`src/rtl/gpmc_sync_master.sv`:
```
// GPMC synchronous muxed-AD bus initiator: single-word host requests to bus cycles.
// Define GPMC_CLK_GATE_EN to stop gpmc_clk whenever the master is idle.
module gpmc_sync_master #(
  parameter int ADDR_WIDTH  = 5,
  parameter int DATA_WIDTH  = 16,
  parameter int HALF_PERIOD = 2,
  parameter int DATA_CYCLES = 4
) (
  input  logic                  clk,
  input  logic                  rst_n,
  input  logic                  req,
  input  logic                  we,
  input  logic [ADDR_WIDTH-1:0] addr,
  input  logic [DATA_WIDTH-1:0] wdata,
  output logic                  ready,
  output logic                  done,
  output logic [DATA_WIDTH-1:0] rdata,
  output logic                  gpmc_clk,
  output logic                  gpmc_csn1,
  output logic                  gpmc_advn,
  output logic                  gpmc_wein,
  output logic                  gpmc_oen,
  output logic [15:0]           gpmc_ad_out,
  output logic                  gpmc_ad_oe,
  input  logic [15:0]           gpmc_ad_in
);

  localparam int CW = (HALF_PERIOD > 1) ? $clog2(HALF_PERIOD) : 1;
  localparam int PW = $clog2(DATA_CYCLES + 1);

  typedef enum logic [2:0] {
    IDLE, WAIT, ADDR, DATA, RECOVER
  } state_t;

  state_t                state;
  logic [CW-1:0]         div;
  logic [PW-1:0]         per;
  logic                  we_q;
  logic [ADDR_WIDTH-1:0] addr_q;
  logic [DATA_WIDTH-1:0] wdata_q;
  logic                  wrap;
  logic                  rise;
  logic                  fall;
  logic                  last;

  assign wrap = div == CW'(HALF_PERIOD - 1);
  assign rise = wrap & ~gpmc_clk;
  assign fall = wrap & gpmc_clk;
  assign last = per == PW'(DATA_CYCLES - 1);

  always_ff @(posedge clk) begin
    if (!rst_n) begin
      div      <= '0;
      gpmc_clk <= 1'b0;
    end
`ifdef GPMC_CLK_GATE_EN
    // parked low while idle; the final rise that ends RECOVER is swallowed
    else if (state == IDLE || (state == RECOVER && rise)) begin
      div      <= '0;
      gpmc_clk <= 1'b0;
    end
`endif
    else if (wrap) begin
      div      <= '0;
      gpmc_clk <= ~gpmc_clk;
    end else begin
      div <= div + CW'(1);
    end
  end

  always_ff @(posedge clk) begin
    if (!rst_n) begin
      state       <= IDLE;
      per         <= '0;
      we_q        <= 1'b0;
      addr_q      <= '0;
      wdata_q     <= '0;
      ready       <= 1'b1;
      done        <= 1'b0;
      rdata       <= '0;
      gpmc_csn1   <= 1'b1;
      gpmc_advn   <= 1'b1;
      gpmc_wein   <= 1'b1;
      gpmc_oen    <= 1'b1;
      gpmc_ad_out <= '0;
      gpmc_ad_oe  <= 1'b0;
    end else begin
      done <= 1'b0;
      unique case (state)
        IDLE: begin
          if (req) begin
            we_q    <= we;
            addr_q  <= addr;
            wdata_q <= wdata;
            ready   <= 1'b0;
            state   <= WAIT;
          end
        end
        WAIT: begin
          if (rise) begin
            state       <= ADDR;
            gpmc_csn1   <= 1'b0;
            gpmc_advn   <= 1'b0;
            gpmc_ad_oe  <= 1'b1;
            gpmc_ad_out <= 16'(addr_q);
          end
        end
        ADDR: begin
          if (rise) begin
            state     <= DATA;
            per       <= '0;
            gpmc_advn <= 1'b1;
            if (we_q) begin
              gpmc_wein   <= 1'b0;
              gpmc_ad_out <= 16'(wdata_q);
            end else begin
              gpmc_oen    <= 1'b0;
              gpmc_ad_oe  <= 1'b0;
              gpmc_ad_out <= '0;
            end
          end
        end
        DATA: begin
          if (fall && last && !we_q)
            rdata <= DATA_WIDTH'(gpmc_ad_in);
          if (rise) begin
            if (last) begin
              state       <= RECOVER;
              gpmc_csn1   <= 1'b1;
              gpmc_wein   <= 1'b1;
              gpmc_oen    <= 1'b1;
              gpmc_ad_oe  <= 1'b0;
              gpmc_ad_out <= '0;
            end else begin
              per <= per + PW'(1);
            end
          end
        end
        RECOVER: begin
          if (rise) begin
            state <= IDLE;
            done  <= 1'b1;
            ready <= 1'b1;
          end
        end
        default: state <= IDLE;
      endcase
    end
  end

endmodule

```
`config.mk`:
```
export PLATFORM = sky130hd
export DESIGN_NAME = gpmc_sync_master
export DESIGN_NICKNAME = d
export VERILOG_FILES = /design/src/rtl/gpmc_sync_master.sv
export SDC_FILE = /design/constraint.sdc
export NUM_CORES = 1
export LEC_CHECK = 0
export ABC_CLOCK_PERIOD_IN_PS = 2300
export BUFFER_PORTS_ARGS = -buffer_cell sky130_fd_sc_hd__buf_2
export CAP_MARGIN = 20
export CELL_PAD_IN_SITES_DETAIL_PLACEMENT = 1
export CELL_PAD_IN_SITES_GLOBAL_PLACEMENT = 1
export CORE_ASPECT_RATIO = 1.4
export CORE_MARGIN = 2
export CORE_UTILIZATION = 38
export CTS_CLUSTER_DIAMETER = 60
export CTS_CLUSTER_SIZE = 8
export DETAILED_ROUTE_END_ITERATION = 6
export GPL_TIMING_DRIVEN = 0
export HOLD_SLACK_MARGIN = 0.06
export PLACE_DENSITY = 0.87
export SYNTH_ARGS = -nofsm -noshare
export SYNTH_HDL_FRONTEND = slang
export SYNTH_SLANG_ARGS = --single-unit
```
`constraint.sdc`:
```
create_clock -name clk -period 2.3 [get_ports clk]
set_clock_uncertainty 0.1 [all_clocks]
set_input_delay 0 -clock clk [delete_from_list [all_inputs] [get_ports clk]]
set_output_delay 0 -clock clk [all_outputs]
set_load 0.02 [all_outputs]
```
==> results.txt, run 1 <==
----------------------------------------------------
[Run status]
  Run status ... completed

[Route]
  First drt pass iteration count ... 4
  Total via count in the routed design ... 2955
  Average wire per standard cell ... 18.0 um
  Antenna viol nets, final ... 0
  Initial detailed-routing violation count ... 119
  Post-Route WL ... 10100 um
  Vias per cell ... 5.30
  DRC violation count after routing ... 0

[Worst hold path]
  Min-Delay Endpoint ... state[0]
  Number of cells traversed by the worst hold path ... 4
  Startpoint of the most critical hold path ... req
  Type of the worst min-delay path ... input port to flip-flop

[Place]
  Worst slack, placed ... 0.159 ns
  Port Buf Inserts ... 79
  Weighted congestion reported at the end of routability-driven placement ... 0.797
  Final HPWL from detailed placement ... 5860 um

[Floorplan]
  Io pins ... 81
  Die Ht ... 107 um
  DIE AREA ... 8330 um^2
  Std cell rows ... 37
  Starting Density ... 39.2%
  Placeable core area ... 7360 um^2
  Chip Width ... 77.7 um

[Critical path]
  Capturing element type of the critical path ... flip-flop
  Reg2reg setup slack ... 0.27 ns
  Largest fanout on the critical path ... 10
  Start-to-end type of the worst setup path ... flip-flop to flip-flop
  Arrival time worst endpoint ... 2.14 ns
  Worst R2R Path Depth ... 6
  Critical R2R Launch ... per[1]
  Sort of element at the start of the critical path ... flip-flop
  Required time reported for the critical path endpoint ... 2.41 ns
  Worst r2r dst ... rdata[3]

[Timing]
  Max transition margin ... 61.0%
  Final setup violating endpoints ... 0
  RSZ-0062 raised after global routing ... no
  Final-report max-slew violation count ... 0
  Post-route setup slack ... 0.271 ns
  Portion of the clock cycle consumed by the worst path in the final layout ... 88.2%
  Highest clock frequency the design can meet ... 493 MHz
  Shortest clock period the worst path allows after layout ... 2.03 ns
  Final Hold Fails ... 0
  Setup TNS ... 0 ns
  Slew at the pin closest to its max-slew limit ... 0.586 ns

[GRT]
  Total global-route track usage ... 24.8%
  Largest net degree at the start of global routing ... 14
  Number of global-route vias before repair ... 3201
  Global-route congestion overflow total ... 0
  Antenna violations before repair ... 0
  First-pass GRT wire length ... 15800 um

[Power and ir drop]
  Leakage power ... 0.00173 uW
  Peak supply drop ... 0.000412 V
  Pwr dens ... 683 nW/um^2

[Final layout]
  Fraction of layout instances using a drive strength above 1 ... 26.0%
  Most used cells in the layout excluding fill and tap cells ... sky130_fd_sc_hd__buf_2, sky130_fd_sc_hd__dfxtp_1, sky130_fd_sc_hd__nand2_1
  Synthesis-to-finish area growth ... 39.7%
  Post-layout nets ... 499
  Most common cell after layout, fill and taps aside ... sky130_fd_sc_hd__buf_2
  Number of diodes ... 0

[Synthesis]
  Sequential element share of the synthesized area ... 47.8%
  Post-synthesis sequential element count ... 69
  Flip-flop cell with the highest count after synthesis ... sky130_fd_sc_hd__dfxtp_1
  Unique cell type count in the Yosys netlist ... 43
  Net Count, Synth ... 369
  Post-synthesis average cell area ... 8.86 um^2
  Total number of yosys warnings ... 0
  Post-synthesis instance total ... 326
  Share of synthesized registers carrying an async set or reset ... 0%
  Synth Cell Area ... 2890 um^2
  Post-synth EDFFs ... 0

[Clock tree]
  CTS buffer count ... 9
  TritonCTS clock tree ... done
  Post-CTS setup buffer count ... 0
  Insertion delay to the later sink of the worst-skew pair ... 0.36 ns
  Number of levels in the clock H-tree ... 3
  Clock transition at the register clock pins on the worst setup and hold paths after CTS ... 0.08 ns
  Sinks on Clock Net ... 69
  Worst-case clock buffer depth ... 2
  Root buffer selected by CTS ... sky130_fd_sc_hd__clkbuf_8

[Job]
  Max Cap Violations ... 0

----------------------------------------------------
logic make-up (layout without fill, tap and decap cells):
logic type	Yosys count	count (layout)	synth area share, %
AND/OR/NAND/NOR	127	127	23.3
AO/OA/AOI/OAI	79	79	16.0
flip-flops	69	69	47.8
buffers and inverters	33	168	6.50
multiplexers	15	15	5.20
adder cells (fa/ha/maj)	2	2	0.866
XOR/XNOR	1	1	0.303
per-layer routing:
layer | part of all wire, % | global-route usage, % | vias to the layer above
met4 | 2.5 | 10.8 | 0
li1 | - | - | 1395
met1 | 36 | 24.3 | 1430
met5 | 0 | 0 | -
met2 | 56 | 49.1 | 107
met3 | 4.8 | 4.63 | 23
report_power, final:
part / internal, uW / leakage [uW] / switching [uW]
registers: 1240 / 0.000561 / 32.5
clock network: 616 / 0.000110 / 500
logic: 168 / 0.00106 / 199
synthesized netlist by cell type, drive strengths merged, types with 3 or more instances:
library cell | n | area share (%)
dfxtp | 69 | 48
nand2 | 62 | 8.1
nand3 | 32 | 5.9
a21oi | 31 | 5.4
o21ai | 19 | 3.3
clkbuf | 16 | 2.3
mux2i | 15 | 5.2
buf | 14 | 3.8
a21boi | 11 | 2.9
a211oi | 6 | 1.6
a22oi | 5 | 1.3
a31oi | 5 | 1.1
nor2 | 5 | 0.65
nand3b | 4 | 1.0
and3 | 3 | 0.82
inv | 3 | 0.39
nand2b | 3 | 0.65
nor2b | 3 | 0.65
through the flow:
stage / total power [uW] / hold slack [ns] / utilization [%] / cell area [um^2] / std cells
detailed placement: 1590 / 0.149 / 46.3 / 3410 / 502
finish: 2760 / 0.133 / 54.8 / 4040 / 558
CTS: 2750 / 0.129 / 54.9 / 4040 / 559
floorplan: 1490 / 0.0348 / - / 2890 / 326
global placement: 1590 / 0.141 / 46.3 / 3410 / 502
global route: 2850 / 0.179 / 54.8 / 4040 / 558
critical path: stages, from the launching register on:
cell                       delay, ns
sky130_fd_sc_hd__dfxtp_1        0.36
sky130_fd_sc_hd__ha_1           0.16
sky130_fd_sc_hd__ha_1           0.35
sky130_fd_sc_hd__nand4b_1       0.32
sky130_fd_sc_hd__clkbuf_1       0.29
sky130_fd_sc_hd__o21ai_0        0.20
sky130_fd_sc_hd__a21oi_1        0.11
flip-flops by register name, summed over array words and instances (netlist names):
| signal | cells |
|---|---|
| gpmc_oen | 1 |
| rdata | 16 |
| div | 1 |
| gpmc_csn1 | 1 |
| done | 1 |
| per | 3 |
| gpmc_advn | 1 |
| gpmc_ad_oe | 1 |
| wdata_q | 16 |
| gpmc_clk | 1 |
| ready | 1 |
| gpmc_wein | 1 |
| we_q | 1 |
| addr_q | 5 |
| gpmc_ad_out | 16 |
| state | 3 |
final cells by class:
class,count,area (um^2)
Buffer,29,173
Clock buffer,9,124
Clock inverter,7,98.8
Fill cell,879,3330
Inverter,3,11.3
Multi-Input combinational cell,224,1320
Sequential cell,69,1380
Tap cell,97,121
Timing Repair Buffer,120,806
worst max-delay path by stage:
stage               cells past startpoint  slack (ns)              end  startpoint
floorplan                               7        0.58  gpmc_ad_out[10]      per[0]
global placement                        7        0.24         rdata[2]      per[0]
detailed placement                      7        0.16         rdata[9]      per[0]
CTS                                     7        0.15         rdata[9]      per[1]
global route                            6        0.12         rdata[9]      per[0]
finish                                  6        0.27         rdata[3]      per[1]
what timing repair did:
action	in CTS	in global routing
resized for setup	0	0
setup endpoints to repair	0	5
hold buffers	41	0
endpoints found under the hold margin	41	0
No activity file was read; power rests on OpenSTA's default activity.
==> inputs of run 2 (changes only) <==
--- a/config.mk
+++ b/config.mk
@@ -5,6 +5,7 @@
 export SDC_FILE = /design/constraint.sdc
 export NUM_CORES = 1
 export LEC_CHECK = 0
+export ABC_AREA = 1
 export ABC_CLOCK_PERIOD_IN_PS = 2300
 export BUFFER_PORTS_ARGS = -buffer_cell sky130_fd_sc_hd__buf_2
 export CAP_MARGIN = 20
@@ -12,13 +13,13 @@
 export CELL_PAD_IN_SITES_GLOBAL_PLACEMENT = 1
 export CORE_ASPECT_RATIO = 1.4
 export CORE_MARGIN = 2
-export CORE_UTILIZATION = 38
+export CORE_UTILIZATION = 36
 export CTS_CLUSTER_DIAMETER = 60
 export CTS_CLUSTER_SIZE = 8
 export DETAILED_ROUTE_END_ITERATION = 6
 export GPL_TIMING_DRIVEN = 0
 export HOLD_SLACK_MARGIN = 0.06
-export PLACE_DENSITY = 0.87
+export PLACE_DENSITY = 0.86
 export SYNTH_ARGS = -nofsm -noshare
 export SYNTH_HDL_FRONTEND = slang
 export SYNTH_SLANG_ARGS = --single-unit
==> results.txt, run 2 <==
----------------------------------------------------
[Run status]
  Run status ... completed

[Timing]
  Shortest clock period the worst path allows after layout ... 2.01 ns
  Highest clock frequency the design can meet ... 497 MHz
  Setup TNS ... 0 ns
  Final-report max-slew violation count ... 0
  Portion of the clock cycle consumed by the worst path in the final layout ... 87.5%
  RSZ-0062 raised after global routing ... no
  Final setup violating endpoints ... 0
  Worst hold margin ... 0.0772 ns
  Max transition margin ... 65.9%
  Final Hold Fails ... 0
  Slew at the pin closest to its max-slew limit ... 0.511 ns

[Floorplan]
  Die Ht ... 108 um
  Starting Density ... 36.6%
  DIE AREA ... 8520 um^2
  Placeable core area ... 7650 um^2
  Chip Width ... 78.6 um
  Io pins ... 81
  Std cell rows ... 38

[Critical path]
  Worst R2R Path Depth ... 5
  Capturing element type of the critical path ... flip-flop
  Worst r2r dst ... wdata_q[0]
  Critical R2R Launch ... state[2]
  Biggest cell delay along the critical path ... 0.57 ns
  Sort of element at the start of the critical path ... flip-flop
  Slowest stage cell on the critical path ... sky130_fd_sc_hd__dlygate4sd3_1
  Worst path bufs/invs ... 1
  Reg2reg setup slack ... 0.29 ns
  Start-to-end type of the worst setup path ... flip-flop to flip-flop
  Arrival time worst endpoint ... 2.15 ns
  Family with the most delay on the worst path ... buffers and inverters
  Cells traversed along the worst timing path ... nor2_2 > nand3_1 > o21ai_0 > dlygate4sd3_1 > a21oi_1
  Largest fanout on the critical path ... 9
  Required time reported for the critical path endpoint ... 2.44 ns

[Final layout]
  Most used cells in the layout excluding fill and tap cells ... sky130_fd_sc_hd__buf_2, sky130_fd_sc_hd__nor2_1, sky130_fd_sc_hd__dfxtp_1
  Post-layout nets ... 554
  Most common cell after layout, fill and taps aside ... sky130_fd_sc_hd__buf_2
  Count of filler cells inserted in the layout ... 977
  Number of diodes ... 0
  Synthesis-to-finish area growth ... 39.5%
  Top flop regs ... gpmc_ad_out: 16 flops, rdata: 16 flops, wdata_q: 16 flops
  Fraction of layout instances using a drive strength above 1 ... 23.4%

[Route]
  Average wire per standard cell ... 14.0 um
  Antenna viol nets, final ... 0
  Vias per cell ... 4.77
  First drt pass iteration count ... 4
  DRC violation count after routing ... 0
  Post-Route WL ... 8560 um
  Total via count in the routed design ... 2921
  Initial detailed-routing violation count ... 148

[Synthesis]
  Share of synthesized registers carrying an async set or reset ... 0%
  Post-synthesis instance total ... 381
  Synth Cell Area ... 2800 um^2
  Top post-synthesis cells by area ... sky130_fd_sc_hd__dfxtp_1, sky130_fd_sc_hd__nor2_1, sky130_fd_sc_hd__nand2_1
  Most frequent cell after synthesis ... sky130_fd_sc_hd__nor2_1
  Share of the synthesized area in the top cell type ... 49.3%
  Most area-hungry cell type in the Yosys netlist ... sky130_fd_sc_hd__dfxtp_1
  Sequential element share of the synthesized area ... 49.3%
  Post-synthesis sequential element count ... 69
  Commonest cells in the netlist ... sky130_fd_sc_hd__nor2_1, sky130_fd_sc_hd__dfxtp_1, sky130_fd_sc_hd__nand2_1
  Unique cell type count in the Yosys netlist ... 28
  Total number of yosys warnings ... 0
  Net Count, Synth ... 424
  Flip-flop cell with the highest count after synthesis ... sky130_fd_sc_hd__dfxtp_1
  Post-synthesis average cell area ... 7.36 um^2
  Post-synth EDFFs ... 0

[Worst hold path]
  Number of cells traversed by the worst hold path ... 5
  Type of the worst min-delay path ... input port to flip-flop
  Min-Delay Endpoint ... state[0]
  Startpoint of the most critical hold path ... req

[GRT]
  Total global-route track usage ... 21.3%
  Largest net degree at the start of global routing ... 11
  Antenna violations before repair ... 0
  First-pass GRT wire length ... 13800 um
  Number of global-route vias before repair ... 3026
  Global-route congestion overflow total ... 0

[Place]
  Weighted congestion reported at the end of routability-driven placement ... 0.807
  Final HPWL from detailed placement ... 5790 um
  Port Buf Inserts ... 79

[Clock tree]
  Post-CTS setup buffer count ... 0
  Clock transition at the register clock pins on the worst setup and hold paths after CTS ... 0.07 ns
  Cts-stage hold buffer count ... 40
  Root buffer selected by CTS ... sky130_fd_sc_hd__clkbuf_8
  Worst-case clock buffer depth ... 2
  Insertion delay to the later sink of the worst-skew pair ... 0.35 ns
  TritonCTS clock tree ... done
  CTS buffer count ... 9
  Cells resized by post-CTS repair ... 0
  Number of levels in the clock H-tree ... 3
  Sinks on Clock Net ... 69

[Power and ir drop]
  Leakage power ... 0.00186 uW
  Pwr dens ... 937 nW/um^2
  Peak supply drop ... 0.000441 V
  Total Power Consumption ... 3660 uW

[Job]
  Max Cap Violations ... 0

----------------------------------------------------
## run 2: changes by cell type after synthesis, sizes merged, moves of 11 or more
| cell | previous run | this run |
|---|---|---|
| inv | 3 | 45 |
| nor2 | 5 | 84 |
| nand3 | 32 | 11 |
| o21ai | 19 | 50 |
| a21boi | 11 | 0 |
| mux2i | 15 | 0 |
## run 2: report_power, final
group	switching (uW)	internal, uW
clock network	441	540
logic	733	409
registers	123	1420
## run 2: cell type report
class	count	area (um^2)	area share (%)
flip-flops and latches	69	1380	35.3
multi-input cells	251	1160	29.7
repair buffers	119	796	20.4
inverters	45	171	4.38
clock buffers	11	151	3.87
well taps	100	125	3.20
plain buffers	16	88.8	2.27
clock inverters	2	35.0	0.896
## run 2: tightest hold or removal path, stage by stage
cell and delay (ns):
sky130_fd_sc_hd__buf_2 0.11, sky130_fd_sc_hd__nand3b_1 0.15, sky130_fd_sc_hd__nand2_1 0.08, sky130_fd_sc_hd__nor3_1 0.05, sky130_fd_sc_hd__nor2_1 0.10
## run 2: cell families after synthesis
kind of cell | share of synthesized area [%]
adder cells (fa/ha/maj) | 0.893
flip-flops | 49.3
buffers and inverters | 9.29
AND/OR/NAND/NOR | 26.4
AO/OA/AOI/OAI | 14.2
## run 2: metrics by stage
step | util, % | instances | instance area [um^2] | setup slack (ns)
after floorplan | - | 381 | 2800 | 0.675
after global placement | 43.4 | 560 | 3320 | 0.453
after detailed placement | 43.4 | 560 | 3320 | 0.389
after CTS | 51.1 | 613 | 3910 | 0.329
after global routing | 51.1 | 613 | 3910 | 0.154
final | 51.1 | 613 | 3910 | 0.287
## run 2: how the worst max path moves through the flow
stage | start | endpoint | slack (ns) | cells past startpoint
2_1_floorplan | per[0] | rdata[10] | 0.67 | 8
3_3_place_gp | per[0] | rdata[8] | 0.45 | 8
6_report | state[2] | wdata_q[0] | 0.29 | 5
4_1_cts | state[2] | wdata_q[0] | 0.33 | 5
5_1_grt | state[2] | wdata_q[0] | 0.15 | 5
3_5_place_dp | per[0] | rdata[4] | 0.39 | 8
## run 2: per-layer routing
metal / share of wire [%] / vias to the layer above / global-route usage (%)
li1: - / 1454 / -
met3: 3.9 / 15 / 5.59
met2: 56 / 63 / 41.6
met1: 39 / 1389 / 20.4
met5: 0 / - / 0
met4: 2.0 / 0 / 9.90
